$ cat config.mk
export PLATFORM = sky130hd
export DESIGN_NAME = bin2bcd_8
export DESIGN_NICKNAME = d
export VERILOG_FILES = /design/src/rtl/bin2bcd_8.sv
export SDC_FILE = /design/constraint.sdc
export NUM_CORES = 1
export LEC_CHECK = 0
export CAP_MARGIN = 10
export CORE_MARGIN = 2
export CORE_UTILIZATION = 55
export DETAILED_ROUTE_END_ITERATION = 16
export PLACE_DENSITY = 0.8
export SLEW_MARGIN = 15
export SYNTH_ARGS = -nofsm -noshare
export SYNTH_HDL_FRONTEND = slang
export SYNTH_SLANG_ARGS = --single-unit
$ cat constraint.sdc
create_clock -name clk -period 2.33 [get_ports clk]
set_input_delay 0.699 -clock clk [delete_from_list [all_inputs] [get_ports clk]]
set_output_delay 0.699 -clock clk [all_outputs]
set_load 0.02 [all_outputs]
$ cat src/rtl/bin2bcd_8.sv
// Sequential 8-bit binary to 3-digit BCD converter (shift-and-add-3, 8 iterations).
// Start/done handshake matches the upstream multiplier so its done can drive init.
module bin2bcd_8 (
    input  logic        clk,
    input  logic        rst,
    input  logic        init,
    input  logic [7:0]  bin,
    output logic [11:0] bcd,
    output logic        busy,
    output logic        done
);

    localparam int unsigned BIN_W = 8;
    localparam int unsigned BCD_W = 12;
    localparam int unsigned CNT_W = 3;

    typedef enum logic [1:0] {
        ST_IDLE  = 2'd0,
        ST_SHIFT = 2'd1,
        ST_DONE  = 2'd2
    } state_e;

    state_e             state_q, state_d;
    logic [BIN_W-1:0]   sr_q, sr_d;
    logic [BCD_W-1:0]   wk_q, wk_d;
    logic [CNT_W-1:0]   cnt_q, cnt_d;
    logic [BCD_W-1:0]   bcd_q, bcd_d;
    logic               busy_q, busy_d;
    logic               done_q, done_d;
    logic [BCD_W-1:0]   wk_corr;
    logic [BCD_W-1:0]   wk_shift;

    function automatic logic [3:0] add3(input logic [3:0] digit);
        return (digit >= 4'd5) ? 4'(digit + 4'd3) : digit;
    endfunction

    // State register and datapath flops
    always_ff @(posedge clk) begin
        if (rst) begin
            state_q <= ST_IDLE;
            sr_q    <= '0;
            wk_q    <= '0;
            cnt_q   <= '0;
            bcd_q   <= '0;
            busy_q  <= 1'b0;
            done_q  <= 1'b0;
        end else begin
            state_q <= state_d;
            sr_q    <= sr_d;
            wk_q    <= wk_d;
            cnt_q   <= cnt_d;
            bcd_q   <= bcd_d;
            busy_q  <= busy_d;
            done_q  <= done_d;
        end
    end

    // Next-state logic
    always_comb begin
        state_d = state_q;
        unique case (state_q)
            ST_IDLE:  if (init) state_d = ST_SHIFT;
            ST_SHIFT: if (cnt_q == CNT_W'(7)) state_d = ST_DONE;
            ST_DONE:  state_d = ST_IDLE;
            default:  state_d = ST_IDLE;
        endcase
    end

    // One double-dabble iteration: correct all digits from pre-shift values, then shift
    always_comb begin
        wk_corr  = {add3(wk_q[11:8]), add3(wk_q[7:4]), add3(wk_q[3:0])};
        wk_shift = {wk_corr[10:0], sr_q[7]};
    end

    // Datapath updates and registered status outputs
    always_comb begin
        sr_d   = sr_q;
        wk_d   = wk_q;
        cnt_d  = cnt_q;
        bcd_d  = bcd_q;
        busy_d = (state_d == ST_SHIFT);
        done_d = (state_d == ST_DONE);
        unique case (state_q)
            ST_IDLE: begin
                if (init) begin
                    sr_d  = bin;
                    wk_d  = '0;
                    cnt_d = '0;
                end
            end
            ST_SHIFT: begin
                sr_d  = {sr_q[6:0], 1'b0};
                wk_d  = wk_shift;
                cnt_d = CNT_W'(cnt_q + CNT_W'(1));
                if (cnt_q == CNT_W'(7)) bcd_d = wk_shift;
            end
            default: ;
        endcase
    end

    assign bcd  = bcd_q;
    assign busy = busy_q;
    assign done = done_q;

endmodule

==> implementation parameters <==
Parameter                              Value

Power and ir drop
  PwrDens ... 544 nW/um^2
  IR drop worst, VDD ... 0.000333 V
  Static power due to leakage ... 0.000736 uW

Yosys
  Post-synth EDFFs ... 0
  Xor and xnor area share after synthesis ... 1.50%
  Cell variety after synth ... 32
  Commonest cells in the netlist ... dfxtp_1, nor2_1, nand2_1
  Cells after synthesis ... 190
  Combinational family with the most area after synthesis ... simple AND/OR/NAND/NOR gates
  Register area share after synthesis ... 44.4%
  Most frequently used flop master after synthesis ... dfxtp_1
  Seq cells post-synth ... 39
  Synth Net Count ... 209
  Fraction of registers with async set or reset after synthesis ... 0%
  Mapped Area ... 1760 sq um
  Synthesis warning total ... 0
  Synth Area in Compound Gates ... 20.2%
  Leading cell type by number of instances after synthesis ... dfxtp_1
  Multiplexer fraction of the synthesized cell area ... 1.92%
  Top-area cell type share of the netlist area ... 44.4%
  Share of synthesized cell area in full adder, half adder and majority cells ... 5.70%
  Cell type with the highest aggregate area in the netlist ... dfxtp_1
  Leading cell types by total area after synthesis ... dfxtp_1, ha_1, nor2_1
  Simple-gate share of the synthesized area ... 20.5%
  Mapped Avg Cell Area ... 9.25 sq um

Final layout
  Filler Cells Inserted ... 260
  Final core occ ... 67.5%
  Net count reported at finish ... 232
  Fraction of final layout cells with drive strength greater than 1 ... 12.6%
  Area added between synthesis and finish ... 17.3%
  # diodes ... 0

Hold path
  Origin of the worst min-delay path ... bcd[0]
  Hold Crit Depth ... 2
  Sink of the worst hold path ... bcd[0]
  Type of the most critical hold path ... reg2reg

Floorplan
  Count of pins on the block boundary ... 25
  Cell row count ... 20
  Initial core utilization ... 57.5%
  Die area ... 3660 sq um
  Height of the die ... 60.5 um
  Die boundary width ... 60.5 um
  Floorplan Core Area ... 3050 sq um

Worst setup path
  Beginning of the critical path ... bcd[11]
  Bufs and invs on worst path ... 1
  Cells along the critical path ... clkdlybuf4s50_1
  Slack of the worst reg-to-reg path ... 620 ps
  Endpoint of the lowest-slack register-to-register path ... wk_q[6]
  Longest individual stage delay on the worst path ... 610 ps
  Critical Path Source Type ... flip-flop
  Endpoint required time on the critical path ... 1630 ps
  Worst Reg2Reg Path Length in Cells ... 6
  Capturing element type of the critical path ... output port
  Data arrival time of the critical path ... 1310 ps
  Crit path max-delay family ... buffers and inverters
  Worst-path cell with the longest stage delay ... clkdlybuf4s50_1
  Biggest fanout along the worst timing path ... 2
  Startpoint of the worst register-to-register path ... wk_q[4]
  Kind of critical path ... reg2out

Global routing
  Vias in the first global route ... 1404
  Pin count of the biggest net entering global routing ... 29
  Sum of overflow across all layers after global routing ... 0
  Wire length of the first global-routing pass ... 5970 um
  Antenna violations before repair ... 0
  Global routing usage summed across all routing layers ... 21.9%

Detailed routing
  Remaining number of nets flagged by the antenna check after routing ... 0
  Routed len/inst ... 13.4 um
  Detailed Route Iter0 Violations ... 100
  Final wirelength ... 3460 um
  Vias post-DR ... 1443
  DRC violations left ... 0
  Number of vias per cell after detailed routing ... 5.59
  First drt pass iteration count ... 4

Clock tree
  Post-CTS Setup Repair Bufs ... 0
  Clk pin slew, worst setup/hold paths ... 110 ps
  # resized after CTS ... 0
  Number of hold-repair buffers added at the cts stage ... 0
  CTS tree ... done
  Bufs on Longest Clock Path ... 2
  Sink count of the clock tree ... 39
  Maximum level of the CTS H-tree ... 2
  CTS Buf Count ... 5
  Cell at the root of the clock tree ... clkbuf_4
  Worst-skew pair later-pin latency ... 340 ps

Timing
  Max_slew headroom ... 74.0%
  Final Max Slew Viols ... 0
  Endpoints failing setup ... 0
  Max Freq ... 498 MHz
  Measured slew at the worst slew-check pin ... 388 ps
  Tcrit/Tclk final ... 86.1%
  Final hold violations ... 0
  Final-layout setup total negative slack ... 0 ps
  RSZ-0062 raised after global routing ... no
  Time the worst path needs with I/O delays and setup ... 2010 ps
  Worst clock skew ... 9.46 ps

Place
  Buffers on Ports ... 24
  Half-perimeter wire length of the detailed placement result ... 2510 um
  Global placer's final weighted congestion ... 0.865

Outcome
  Outcome ... completed

Run
  # Max-Cap Violations ... 0
==> logic make-up (layout without fill, tap and decap cells) <==
group | Yosys count | in the layout
flip-flops | 39 | 39
multiplexers | 3 | 3
AND/OR/NAND/NOR | 69 | 69
XOR/XNOR | 3 | 3
buffers and inverters | 20 | 44
AO/OA/AOI/OAI | 48 | 48
adder cells (fa/ha/maj) | 8 | 8
==> metal layers <==
metal	track usage (%)	routed length [um]
met2	37.7	1790
met4	9.01	48
met3	5.12	158
met1	26.5	1460
met5	0	0
==> layout by cell type (no fill, tap or decap) <==
| cell type | n |
|---|---|
| nand2_2 | 1 |
| inv_1 | 8 |
| mux2_2 | 3 |
| nand3_1 | 3 |
| nand2b_1 | 5 |
| clkdlybuf4s50_1 | 24 |
| ha_1 | 8 |
| o32ai_1 | 5 |
| xnor2_1 | 3 |
| a211oi_2 | 3 |
| clkbuf_1 | 2 |
| a211oi_1 | 5 |
| and2_4 | 1 |
| nor3_1 | 5 |
| nor3b_1 | 4 |
| o21ai_2 | 6 |
| nand3b_1 | 9 |
| a21oi_1 | 10 |
| o21ai_0 | 7 |
| nor2_1 | 21 |
| a32oi_1 | 1 |
| clkbuf_4 | 5 |
| a311oi_1 | 7 |
| nand2_1 | 17 |
| nor2b_4 | 1 |
| nand2b_4 | 1 |
| dfxtp_1 | 39 |
| clkinv_2 | 1 |
| buf_4 | 4 |
| a22oi_1 | 3 |
| o21ai_1 | 1 |
| or2_2 | 1 |
==> how the worst max path moves through the flow <==
stage / slack (ps) / depth (start not counted) / endpoint
finish: 320 / 1 / bcd[11]
global route: 270 / 1 / bcd[11]
CTS: 310 / 1 / bcd[11]
detailed placement: 300 / 5 / wk_q[7]
global placement: 340 / 5 / wk_q[7]
floorplan: 840 / 5 / wk_q[11]
==> power breakdown <==
part	leakage, uW	internal (uW)	switching, uW
sequential	0.000317	683	11.3
combinational	0.000390	45.5	51.4
clock	0.0000293	118	212
==> stage by stage <==
stage / total power (uW) / cell area [sq um] / hold slack, ps / std cells / worst slack, ps
floorplan: 774 / 1760 / 444 / 190 / 840
finish: 1120 / 2060 / 473 / 258 / 324
detailed placement: 807 / 2010 / 463 / 250 / 295
CTS: 1130 / 2060 / 475 / 258 / 311
global placement: 802 / 2010 / 441 / 250 / 343
global route: 1170 / 2060 / 493 / 258 / 271
==> layout make-up <==
type / count / area, sq um / share of cell area (%)
Multi-Input combinational cell: 131 / 875 / 42.4
Clock inverter: 1 / 5.00 / 0.243
Timing Repair Buffer: 28 / 270 / 13.1
Clock buffer: 7 / 45.0 / 2.19
Tap cell: 44 / 55.1 / 2.67
Inverter: 8 / 30.0 / 1.46
Sequential cell: 39 / 781 / 37.9
==> registers in the layout (all words and copies together) (netlist names) <==
register  cells
sr_q          8
state_q       2
cnt_q         3
busy          1
done          1
wk_q         12
bcd          12
Power figures use the tool's default switching activity.
